===== src/rtl/mul_sig_misr.sv =====
// Purpose: MISR signature compressor (taps 63,2,0) for multiplier results, with an end-of-run compare against EXPECT.
// Latency: sig/count update on the accepting edge; done/pass follow one cycle after the final beat. Backpressure: in_ready only in RUN.
// Optional operand self-check (op_a/op_b/err) is enabled with `define MUL_SIG_SELFCHK_EN.
module mul_sig_misr #(
  parameter int unsigned NSAMP  = 88,
  parameter logic [63:0] SEED   = 64'h0,
  parameter logic [63:0] EXPECT = 64'h0
) (
  input  logic        clk,
  input  logic        reset_l,
  input  logic        start,
  input  logic        in_valid,
  output logic        in_ready,
  input  logic [63:0] in_data,
  output logic        busy,
  output logic        done,
  output logic        pass,
  output logic [63:0] sig,
  output logic [15:0] count
`ifdef MUL_SIG_SELFCHK_EN
  ,
  input  logic [15:0] op_a,
  input  logic [15:0] op_b,
  output logic        err
`endif
);

  typedef enum logic [1:0] {S_IDLE, S_RUN, S_CHECK, S_DONE} state_t;

  state_t      r_state;
  logic        r_in_ready;
  logic        r_busy;
  logic        r_done;
  logic        r_pass;
  logic [63:0] r_sig;
  logic [15:0] r_count;

  logic        w_accept;
  logic        w_start_ok;
  logic        w_last;
  logic [63:0] w_next_sig;

  assign w_accept   = r_in_ready & in_valid;
  assign w_start_ok = start & ((r_state == S_IDLE) | (r_state == S_DONE));
  assign w_last     = (r_count == 16'(NSAMP - 1));
  assign w_next_sig = {r_sig[62:0], r_sig[63] ^ r_sig[2] ^ r_sig[0]} ^ in_data;

  always_ff @(posedge clk or negedge reset_l) begin
    if (!reset_l) begin
      r_state    <= S_IDLE;
      r_in_ready <= 1'b0;
      r_busy     <= 1'b0;
      r_done     <= 1'b0;
      r_pass     <= 1'b0;
      r_sig      <= 64'h0;
      r_count    <= 16'h0;
    end else begin
      case (r_state)
        S_IDLE, S_DONE: begin
          if (w_start_ok) begin
            r_sig      <= SEED;
            r_count    <= 16'h0;
            r_done     <= 1'b0;
            r_pass     <= 1'b0;
            r_in_ready <= 1'b1;
            r_busy     <= 1'b1;
            r_state    <= S_RUN;
          end
        end
        S_RUN: begin
          if (w_accept) begin
            r_sig   <= w_next_sig;
            r_count <= r_count + 16'd1;
            // Drop ready on the final beat so nothing beyond NSAMP is consumed.
            if (w_last) begin
              r_in_ready <= 1'b0;
              r_state    <= S_CHECK;
            end
          end
        end
        S_CHECK: begin
          r_pass  <= (r_sig == EXPECT);
          r_done  <= 1'b1;
          r_busy  <= 1'b0;
          r_state <= S_DONE;
        end
        default: r_state <= S_IDLE;
      endcase
    end
  end

  assign in_ready = r_in_ready;
  assign busy     = r_busy;
  assign done     = r_done;
  assign pass     = r_pass;
  assign sig      = r_sig;
  assign count    = r_count;

`ifdef MUL_SIG_SELFCHK_EN
  logic        r_err;
  logic [31:0] w_sa;
  logic [31:0] w_sb;
  logic [31:0] w_sprod;
  logic [31:0] w_uprod;
  logic        w_mismatch;

  // Low 32 bits of a two's-complement product equal the signed product.
  assign w_sa       = {{16{op_a[15]}}, op_a};
  assign w_sb       = {{16{op_b[15]}}, op_b};
  assign w_sprod    = w_sa * w_sb;
  assign w_uprod    = {16'h0, op_a} * {16'h0, op_b};
  assign w_mismatch = (w_sprod != in_data[31:0]) | (w_uprod != in_data[63:32]);

  always_ff @(posedge clk or negedge reset_l) begin
    if (!reset_l) begin
      r_err <= 1'b0;
    end else if (w_start_ok) begin
      r_err <= 1'b0;
    end else if (w_accept && w_mismatch) begin
      r_err <= 1'b1;
    end
  end

  assign err = r_err;
`endif

endmodule

===== config.mk =====
export PLATFORM = sky130hd
export DESIGN_NAME = mul_sig_misr
export DESIGN_NICKNAME = d
export VERILOG_FILES = /design/src/rtl/mul_sig_misr.sv
export SDC_FILE = /design/constraint.sdc
export NUM_CORES = 1
export LEC_CHECK = 0
export BUFFER_PORTS_ARGS = -buffer_cell sky130_fd_sc_hd__buf_2
export CORE_ASPECT_RATIO = 0.5
export CORE_MARGIN = 3
export CORE_UTILIZATION = 52
export DETAILED_ROUTE_END_ITERATION = 10
export PLACE_DENSITY = 0.82
export REMOVE_ABC_BUFFERS = 1
export SLEW_MARGIN = 20
export SYNTH_ARGS = -nofsm -noshare
export SYNTH_HDL_FRONTEND = slang
export SYNTH_SLANG_ARGS = --single-unit

===== constraint.sdc =====
create_clock -name clk -period 5.84 [get_ports clk]
set_input_delay 0.876 -clock clk [delete_from_list [all_inputs] [get_ports clk]]
set_output_delay 0.876 -clock clk [all_outputs]
set_load 0.01 [all_outputs]

# Word-level counts from Yosys, hierarchy flattened
# Cells that the tools add are included.
# totals
reg_bits,86
input_bits,68
output_inout_bits,84
word_cells,48
# classes
n_addsub,1
n_eq_ne,7
n_mux,18
bitwise_logic,6
reduce_logical,9
# op_table
op,n
64-bit two-way mux,2
64-bit one-hot mux with 2 select lines,1
64-bit zero test,1
64-bit XOR,1
16-bit two-way mux,2
16-bit one-hot mux with 2 select lines,1
"16-bit by 1-bit adder with 16-bit output, second input constant",1
"16-bit by 7-bit == test with 1-bit output, second input constant",1
1-bit one-hot mux with 2 select lines,4
2-bit two-way mux,3
"2-bit != test, second input constant",3
2-bit one-hot mux with 3 select lines,1
3-bit AND reduction,2
"2-bit == test, second input constant",2
1-bit two-way mux,4
4-bit AND reduction,1
2-bit nonzero test,2
1-bit bitwise AND,2
"2-bit by 1-bit == test with 1-bit output, second input constant",1
2-bit zero test,1
2-bit AND reduction,1
2-bit OR reduction,1
1-bit XOR,2
1-bit bitwise OR,1

# Longest topological paths before layout
# logic_depth
depth_word,5
depth_mapped,9
ltp_nobuf,6

# Least setup slack after synthesis
# OpenSTA, ideal clock, no wires.
# synth_path
path_kind,input to register
startpoint,in start
endpoint,"reg r_count[10], in the netlist count[10]"
setup_ns,0.143
arrival_time_ns,2.168
required_time_ns,5.697
slack_ns,3.529
cell_stages,7
n_path_buf,3
cell_sequence,nor2b_4 > or3_1 > buf_2 > clkbuf_1 > clkbuf_1 > nor2_1 > a21oi_1
# synth_via
elab_chain_len,3
# synth_rtl
item,line_no,source
"start, declared",11,"input logic start,"
1-bit bitwise AND,44,assign w_start_ok = start & ((r_state == S_IDLE) | (r_state == S_DONE));
2-bit != test (no line),n/a,
3-bit AND reduction (no line),n/a,
"end signal, assigned",73,r_count <= r_count + 16'd1;
"end, declared",36,logic [15:0] r_count;
# No other way between the ends.
# A chain may end at the register's enable or synchronous reset.

# Final worst setup path
# layout_path
startpoint,reg r_state[1]
endpoint,"reg r_sig[0], in the netlist sig[0]"
# layout_via
elab_chain_len,5
word_cells_on_any_way,11
cone_classes,eq/ne (4); mux (1); bitwise (2); reduce/logical (4)
# layout_rtl
item,line_no,source
"start, declared",30,state_t r_state;
"start signal, assigned",50,r_state <= S_IDLE;
"start signal, assigned",67,r_state <= S_RUN;
"start signal, assigned",77,r_state <= S_CHECK;
2-bit == test / 2-bit zero test (equally long branches),"44, 58",
1-bit bitwise OR,44,
1-bit bitwise AND,44,
2-bit != test (no line),n/a,
3-bit AND reduction (no line),n/a,
"end signal, assigned",72,r_sig <= w_next_sig;
"end, declared",35,logic [63:0] r_sig;
# Parallel ways exist; a longest one is shown, timed or not.

==> impl_metrics.csv <==
group,metric,value,unit
worst_setup_path,required,6100,ps
sta,max_freq,318,MHz
logic_synthesis,synth_largest_area_cell,"dfrtp_1",
placed_design,dpl.hpwl,7950,um
layout,fin_util,71.4,%
sta,tightest_slew,1030,ps
worst_setup_path,r2r_end,"sig[0]",
worst_setup_path,path_buf_inv,1,
clock_tree,hold_buffers,0,
pwr,leakagePower,2.73,nW
detailed_routing,drt_iter0_drc,319,
logic_synthesis,synth-edff-count,0,
grt,grt_pass1_vias,3799,
logic_synthesis,syn_area_per_cell,9.32,sq um
clock_tree,cts_sinks,86,
layout,area_delta_synth_final,26.7,%
detailed_routing,ant_nets,0,
detailed_routing,routed-wl-met2,5770,um
run_status,status,"finished clean",
detailed_routing,drc,0,
sta,finalCriticalPeriod,3140,ps
clock_tree,cts-resized-gates,0,
layout,final_cells,718,
worst_setup_path,crit_path_top_delay_cell,"nand4_1",
sta,slew_headroom,31.0,%
logic_synthesis,yosys_most_used_dff,"dfrtp_1",
sta,grt_setup_unrepaired,"no",
grt,grt-ovfl-total,0,
clock_tree,htree_num_levels,3,
layout,drive_gt1_share,28.7,%
placed_design,placed_area,5160,sq um
worst_setup_path,path_cells,"inv_1, ha_2, nand4_1, or3_1, o21ai_0",
clock_tree,post-cts-setup-buffer-count,0,
clock_tree,clk_pin_slew_worst_paths,60,ps
grt,grt_max_degree,127,
detailed_routing,first_pass_iters,4,
sta,fin_crit_sh,53.8,%
detailed_routing,wl_met1,4930,um
detailed_routing,topRoutingLayerUsed,"met4",
worst_setup_path,r2r_start,"r_state[1]",
sta,maxSlewViolCount,0,
die,die_area,9550,sq um
worst_setup_path,cp-end-kind,"register",
sta,hold_violations,0,
logic_synthesis,mappedNetlistArea,4340,sq um
worst_setup_path,reg2reg_depth,5,
detailed_routing,viasPerCell,5.46,
worst_setup_path,path_class,"reg -> reg",
pwr,power,0.00266,W
layout,n_antenna_cell,0,
clock_tree,cts_tree,"done",
placed_design,gp_congestion,0.878,
clock_tree,root_buffer,"clkbuf_16",
logic_synthesis,synthCells,466,
logic_synthesis,yosysWarnings,0,
clock_tree,ctsLongestPathBuffers,2,
pwr,peakVddDrop,0.296,mV
die,core_region_area,7710,sq um
worst_setup_path,cp_top_family,"simple AND/OR/NAND/NOR gates",
sta,fin_skew,6.87,ps
layout,final_area,5500,sq um
logic_synthesis,synthArstFlopShare,100,%
worst_setup_path,rrSetupSlack,2700,ps
sta,fin_tns_setup,0,ps
flow_run,maxCapViolCount,0,
min_path,hp-class,"in -> async",
pwr,power_density,483,nW/um^2
detailed_routing,totalWireLength,11400,um
grt,grt_pass1_wl,18800,um
worst_setup_path,slowest_delay,1020,ps
detailed_routing,wl_met3,535,um
logic_synthesis,yosysSeqAreaShare,49.5,%
clock_tree,cts_made_buffers,9,
layout,nets,678,
die,die_w,135,um
grt,grt_usage,24.2,%
worst_setup_path,arrival,3400,ps
sta,setup_violations,0,
clock_tree,clk_latency,340,ps
grt,antenna_found_initial,0,
logic_synthesis,yosysTopAreaCellShare,49.5,%
logic_synthesis,ys_top_cells_by_area,"dfrtp_1, nand2_1, o21ai_0, xor2_1, xnor2_1",
die,top_level_ports,152,
placed_design,io_buffer_count,151,
worst_setup_path,critPathMaxFanout,51,
detailed_routing,vias,3921,
die,die_y,70.6,um
die,initial_core_util,56.4,%
placed_design,dp_cells,702,
die,row_count,22,
worst_setup_path,cp-start-kind,"register",
logic_synthesis,ys_seq_elements,86,
detailed_routing,wl_per_cell,15.8,um
logic_synthesis,synthDistinctLibCells,37,
[report_power, final]
group | internal [W] | switching [W] | total, W
Clock | 0.000374 | 0.000231 | 0.000605
Sequential | 0.000749 | 0.000179 | 0.000929
Combinational | 0.000419 | 0.000703 | 0.00112
Total | 0.00154 | 0.00111 | 0.00266
[cell families (layout without fill, tap and decap cells)]
group | Yosys count | count (layout) | share of synthesized area [%]
buffers and inverters | 30 | 174 | 2.68
multiplexers | 5 | 5 | 1.18
flip-flops | 86 | 86 | 49.5
XOR/XNOR | 65 | 65 | 13.1
AO/OA/AOI/OAI | 99 | 99 | 12.8
adder cells (fa/ha/maj) | 4 | 4 | 1.15
AND/OR/NAND/NOR | 177 | 177 | 19.5
[worst reg2reg max path: stages (launching register included)]
cell     delay (ps)
dfrtp_1         380
inv_1           100
ha_2            800
nand4_1        1030
or3_1           680
o21ai_0          80
[registers in the layout, indices dropped and copies added (netlist names)]
name      cells
sig          64
done          1
pass          1
r_state       2
in_ready      1
busy          1
count        16
[final cells by class]
class | instances | area, sq um
Timing Repair Buffer | 153 | 797
Tap cell | 108 | 135
Clock buffer | 10 | 229
Inverter | 6 | 22.5
Fill cell | 625 | 2200
Sequential cell | 86 | 2150
Clock inverter | 5 | 85.1
Multi-Input combinational cell | 350 | 2080
[cell usage after synthesis, types with 2 or more instances]
cell type / instances
xor2_1: 41
nand3_1: 5
o31ai_1: 5
inv_1: 6
mux2i_1: 4
clkbuf_1: 21
o41ai_1: 2
a22o_1: 6
ha_1: 4
o21ai_0: 73
xnor2_1: 24
dfrtp_1: 86
nand4_1: 9
or4_1: 7
or4b_1: 2
buf_2: 2
a21oi_1: 10
nor4_1: 18
or3_1: 6
nor3_1: 2
nand2_1: 115
nor2_1: 2
or2_2: 2
[worst max-delay path by stage]
stage	startpoint	to	slack, ps	cells after the start
after floorplan	r_state[1]	count[10]	1580	6
after global placement	r_state[1]	count[15]	2660	6
after detailed placement	r_state[1]	count[15]	2550	6
after CTS	r_state[1]	count[15]	2560	6
after global routing	r_state[1]	sig[0]	2380	5
final	r_state[1]	sig[0]	2700	5
[layout by cell type (no fill, tap or decap), types with 6 or more instances in the layout]
master     instances
xnor2_1           24
clkbuf_16          9
or4_1              7
xor2_1            41
a21oi_1           10
nand4_1            9
dfrtp_1           86
nand2_1          115
nor4_1            18
o21ai_0           73
inv_1              6
buf_2            150
a22o_1             6
[per-stage QoR]
step | hold WS, ps | setup slack, ps
after global routing | 322 | 2380
after global placement | 468 | 2660
after CTS | 322 | 2560
after detailed placement | 473 | 2550
after floorplan | 516 | 1580
final | 331 | 2700
[routing by layer]
metal	track usage, %	up-vias
met4	6.59	0
li1	-	1889
met2	41.5	110
met5	0	-
met1	31.9	1911
met3	4.76	11
No activity file was read; power rests on OpenSTA's default activity.
